## src/rtl/gate_selftest_seq.sv

```systemverilog
// Sweeps a 2-input gate under test through {a,b}=00,01,10,11, samples y after a settle window
// and compares it with EXPECT_TT. Defining GATE_SELFTEST_ABORT_EN adds an abort input.
module gate_selftest_seq #(
  parameter logic [3:0] EXPECT_TT  = 4'b1001,
  parameter int         SETTLE_CYC = 2,
  parameter int         PASSES     = 1,
  parameter int         ERR_W      = 4
) (
  input  logic             clk,
  input  logic             rst_n,
  input  logic             start,
`ifdef GATE_SELFTEST_ABORT_EN
  input  logic             abort,
`endif
  output logic             busy,
  output logic             done,
  output logic             pass,
  output logic [ERR_W-1:0] err_cnt,
  output logic [3:0]       fail_vec,
  output logic             dut_a,
  output logic             dut_b,
  input  logic             dut_y
);

  typedef enum logic [1:0] {IDLE, SETTLE, CHECK, DONE} state_t;

  state_t           state_q, state_d;
  logic             busy_q, busy_d;
  logic             done_q, done_d;
  logic             pass_q, pass_d;
  logic [ERR_W-1:0] err_q, err_d;
  logic [3:0]       fail_q, fail_d;
  logic [1:0]       vec_q, vec_d;
  logic [3:0]       pcnt_q, pcnt_d;
  logic [7:0]       scnt_q, scnt_d;
  logic             a_q, a_d;
  logic             b_q, b_d;
  logic             abort_w;

`ifdef GATE_SELFTEST_ABORT_EN
  assign abort_w = abort;
`else
  assign abort_w = 1'b0;
`endif

  always_ff @(posedge clk or negedge rst_n) begin
    if (!rst_n) begin
      state_q <= IDLE;
      busy_q  <= 1'b0;
      done_q  <= 1'b0;
      pass_q  <= 1'b0;
      err_q   <= '0;
      fail_q  <= '0;
      vec_q   <= '0;
      pcnt_q  <= '0;
      scnt_q  <= '0;
      a_q     <= 1'b0;
      b_q     <= 1'b0;
    end else begin
      state_q <= state_d;
      busy_q  <= busy_d;
      done_q  <= done_d;
      pass_q  <= pass_d;
      err_q   <= err_d;
      fail_q  <= fail_d;
      vec_q   <= vec_d;
      pcnt_q  <= pcnt_d;
      scnt_q  <= scnt_d;
      a_q     <= a_d;
      b_q     <= b_d;
    end
  end

  always_comb begin
    state_d = state_q;
    busy_d  = busy_q;
    done_d  = 1'b0;
    pass_d  = pass_q;
    err_d   = err_q;
    fail_d  = fail_q;
    vec_d   = vec_q;
    pcnt_d  = pcnt_q;
    scnt_d  = scnt_q;
    a_d     = a_q;
    b_d     = b_q;
    case (state_q)
      IDLE: begin
        if (start) begin
          state_d = SETTLE;
          busy_d  = 1'b1;
          pass_d  = 1'b0;
          err_d   = '0;
          fail_d  = '0;
          vec_d   = '0;
          pcnt_d  = '0;
          scnt_d  = '0;
          a_d     = 1'b0;
          b_d     = 1'b0;
        end
      end
      SETTLE: begin
        scnt_d = scnt_q + 8'd1;
        if (abort_w) begin
          state_d = DONE;
          done_d  = 1'b1;
          pass_d  = 1'b0;
          a_d     = 1'b0;
          b_d     = 1'b0;
        end else if (scnt_q == 8'(SETTLE_CYC - 1)) begin
          state_d = CHECK;
        end
      end
      CHECK: begin
        if (abort_w) begin
          state_d = DONE;
          done_d  = 1'b1;
          pass_d  = 1'b0;
          a_d     = 1'b0;
          b_d     = 1'b0;
        end else begin
          if (dut_y != EXPECT_TT[vec_q]) begin
            fail_d[vec_q] = 1'b1;
            if (err_q != {ERR_W{1'b1}}) err_d = err_q + 1'b1;
          end
          if (vec_q != 2'd3) begin
            state_d = SETTLE;
            vec_d   = vec_q + 2'd1;
            {a_d, b_d} = vec_q + 2'd1;
            scnt_d  = '0;
          end else if (pcnt_q < 4'(PASSES - 1)) begin
            state_d = SETTLE;
            pcnt_d  = pcnt_q + 4'd1;
            vec_d   = '0;
            a_d     = 1'b0;
            b_d     = 1'b0;
            scnt_d  = '0;
          end else begin
            state_d = DONE;
            done_d  = 1'b1;
            pass_d  = (err_d == '0);
            a_d     = 1'b0;
            b_d     = 1'b0;
          end
        end
      end
      DONE: begin
        state_d = IDLE;
        busy_d  = 1'b0;
      end
      default: state_d = IDLE;
    endcase
  end

  assign busy     = busy_q;
  assign done     = done_q;
  assign pass     = pass_q;
  assign err_cnt  = err_q;
  assign fail_vec = fail_q;
  assign dut_a    = a_q;
  assign dut_b    = b_q;

endmodule

```

## config.mk

```make
export PLATFORM = sky130hd
export DESIGN_NAME = gate_selftest_seq
export DESIGN_NICKNAME = d
export VERILOG_FILES = /design/src/rtl/gate_selftest_seq.sv
export SDC_FILE = /design/constraint.sdc
export NUM_CORES = 1
export LEC_CHECK = 0
export ABC_AREA = 1
export CAP_MARGIN = 20
export CORE_MARGIN = 8
export CORE_UTILIZATION = 56
export CTS_BUF_LIST = sky130_fd_sc_hd__clkbuf_8
export CTS_CLUSTER_SIZE = 25
export DETAILED_ROUTE_END_ITERATION = 8
export PLACE_DENSITY_LB_ADDON = 0.12
export REMOVE_ABC_BUFFERS = 1
export SYNTH_ARGS = -nofsm -noshare
export SYNTH_HDL_FRONTEND = slang
export SYNTH_SLANG_ARGS = --single-unit
```

## constraint.sdc

```tcl
create_clock -name clk -period 2 [get_ports clk]
set_clock_uncertainty 0.15 [all_clocks]
set_input_delay 0.4 -clock clk [delete_from_list [all_inputs] [get_ports clk]]
set_output_delay 0.4 -clock clk [all_outputs]
set_load 0.03 [all_outputs]
```

==> flow_summary.yaml, run 1 <==
clock_network:
  clkSlewWorstSetupHoldPaths_ps: 90
  cts_tree: "built"
  clockBufferDepth: 2
  cts_made_buffers: 3
  cts_setup_buffers: 0
  clock_latency_ps: 260
  htree_levels: 1
  cts.sinks: 25
  cts_root_buf: "clkbuf_8"
synth:
  yosys_warnings: 0
  synthArstFlopShare: 1.000
  yosys-top-cells-area: "dfrtp_1, nand2_1, inv_1, ha_1, o21ai_0"
  yosysSeqAreaShare: 0.4713
  ys_ff_latch: 25
  syn_inst: 168
  synth_edf_count: 0
  synth_commonest_cells: "nand2_1, inv_1, dfrtp_1"
  syn_area_per_cell_sq_um: 7.902
  yosysMostFrequentCell: "nand2_1"
  synth_top_area_frac: 0.4713
  synth_top_cell_by_area: "dfrtp_1"
  ys.flop_type: "dfrtp_1"
  ys_types: 18
  synth_area_sq_um: 1328
worst_setup_path:
  path_max_fanout: 4
  required_ps: 1450
  cp-end-kind: "output port"
  arrival_ps: 1380
  r2r_setup_slack_ps: 190
  crit_buf_inv: 1
  max_stage_delay_ps: 700
  criticalPathCategory: "flip-flop to output port"
  cp_cell_sequence: "clkdlybuf4s50_1"
  rr_worst_depth: 9
  rr_endpoint: "fail_vec[2]"
  cpMaxStageDelayCell: "clkdlybuf4s50_1"
  crit_family: "buffers and inverters"
  start_kind: "flip-flop"
  r2r_start: "vec_q[0]"
place:
  post-place-ws_ps: 115.3
  dp_hpwl_microns: 2245
  place_inst: 214
  postPlaceCellArea_sq_um: 1538
  place_congestion: 0.8842
  numPortBuffers: 16
global_route:
  grt_pass1_wl_microns: 5237
  grtUsageTotal: 0.1501
  grt_max_degree: 26
  first_global_vias: 1193
  antenna_found_initial: 0
  grt-ovfl-total: 0
sta:
  whs_ps: 347.8
  fin_crit_sh: 0.9640
  relSlewSlack: 0.7842
  setup_viol_count_final: 0
  slew_viol_final: 0
  grt_setup_unrepaired: "no"
  tightest_slew_ps: 322.7
  fin_tns_setup_ps: 0
  hold_viol_final: 0
  finalCriticalPeriod_ps: 1928
  fmax_ghz: 0.5187
  finalWorstSetupSlack_ps: 72.01
power_and_ir_drop:
  power_density_nw_per_um2: 1149
  p_leak_nw: 0.8263
  ir_drop_uv: 635.8
  power_mw: 1.822
floorplan:
  fp-row-count: 17
  ios: 17
  core_sq_um: 2233
  initial_core_util: 0.5944
  die_x_microns: 64.69
  die_area_sq_um: 4185
  die_y_microns: 64.69
route:
  ant_nets: 0
  vias: 1144
  drt_iter0_drc: 46
  vias_per_cell: 5.248
  wl_microns: 2861
  wl_per_cell_microns: 13.12
  drc: 0
  firstDrtPassIters: 4
final_layout:
  drive_above_1_share: 0.07368
  num-nets-final: 202
  antennaDiodeCount: 0
  fin_util: 0.7098
  area_delta_synth_final_pct: 19.42
  postLayoutCellArea_sq_um: 1585
  fin_cells: 218
  fillCellCount: 186
min_path:
  min_path_type: "primary input to async pin"
run:
  drv_cap: 0
outcome:
  outcome: "finished, final reports clean"
## kinds of logic after synthesis
| group | after synthesis | share of synthesized area |
|---|---|---|
| compound gates | 24 | 0.09424 |
| xor+xnor | 3 | 0.01980 |
| fa+ha+maj | 7 | 0.06597 |
| buf+inv | 34 | 0.09613 |
| flops | 25 | 0.4713 |
| simple gates | 75 | 0.2526 |
## repair_timing
item / 4_1_cts / 5_1_grt
gates resized for setup: 0 / 2
hold buffers: 0 / 0
endpoints found under the setup margin: 0 / 3
## worst max-delay path by stage
stage / start / endpoint / slack, ps / cells after the start
3_3_place_gp: dut_y / pass / 240 / 10
3_5_place_dp: dut_y / pass / 120 / 8
2_1_floorplan: vec_q[0] / err_cnt[3] / 390 / 8
4_1_cts: err_cnt[2] / err_cnt[2] / 40 / 1
6_report: err_cnt[3] / err_cnt[3] / 70 / 1
5_1_grt: vec_q[0] / fail_vec[2] / 1 / 9
## per-layer routing
metal  share of wire  global-route usage  routed length [microns]  up-vias
met3           0.070             0.03952                      200        2
met1            0.43              0.1843                     1242      546
met2            0.49              0.2410                     1396       26
met4          0.0073             0.06812                       21        0
li1                -                   -                        -      570
met5               0                   0                        0        -
## area by class of cell
class,instances,area [sq um],area share
Sequential cell,25,625.6,0.3946
Inverter,34,127.6,0.08050
Multi-Input combinational cell,109,574.3,0.3623
Clock buffer,3,41.29,0.02605
Timing Repair Buffer,18,177.7,0.1121
Tap cell,28,35.03,0.02210
Clock inverter,1,3.754,0.002368
## registers in the layout, indices dropped and copies added (netlist names), 2 cells and up
signal and count:
err_cnt 4, fail_vec 4, scnt_q 8, vec_q 2, state_q 2
## worst register-to-register path, delay by kind of cell (launching register included)
family	cells	cell delay (ps)
AND/OR/NAND/NOR	4	420
adder cells (fa/ha/maj)	1	360
AO/OA/AOI/OAI	1	120
flip-flops	1	380
buffers and inverters	3	310
## power breakdown
part | internal [mW] | total, mW | leakage (nW) | switching [mW]
Sequential | 0.618 | 0.713 | 0.337 | 0.0949
Combinational | 0.277 | 0.822 | 0.463 | 0.545
Clock | 0.137 | 0.287 | 0.0269 | 0.150
Total | 1.03 | 1.82 | 0.826 | 0.790
## cells in the final DEF, fill, tap and decap left out
| cell type | instances |
|---|---|
| o22ai_1 | 4 |
| nor4_1 | 1 |
| o21ai_0 | 14 |
| nand4_1 | 2 |
| clkbuf_8 | 3 |
| xor2_1 | 3 |
| nand2_4 | 1 |
| nand2_2 | 1 |
| nor2_4 | 1 |
| a21oi_1 | 5 |
| nand3_2 | 1 |
| o21ai_1 | 1 |
| nand3_1 | 14 |
| buf_4 | 2 |
| nor2_2 | 2 |
| ha_1 | 7 |
| nand2_1 | 45 |
| dfrtp_1 | 25 |
| inv_1 | 32 |
| inv_2 | 3 |
| nor2_1 | 7 |
| clkdlybuf4s50_1 | 15 |
| dlymetal6s2s_1 | 1 |
(Power assumes the default switching activity.)
==> inputs of run 2 (changes only) <==
- REMOVE_ABC_BUFFERS: 1 -> default
- SLEW_MARGIN: default -> 20
==> results of run 2 <==
Same layout as run 1: the final DEF is identical, and so are final timing and power.
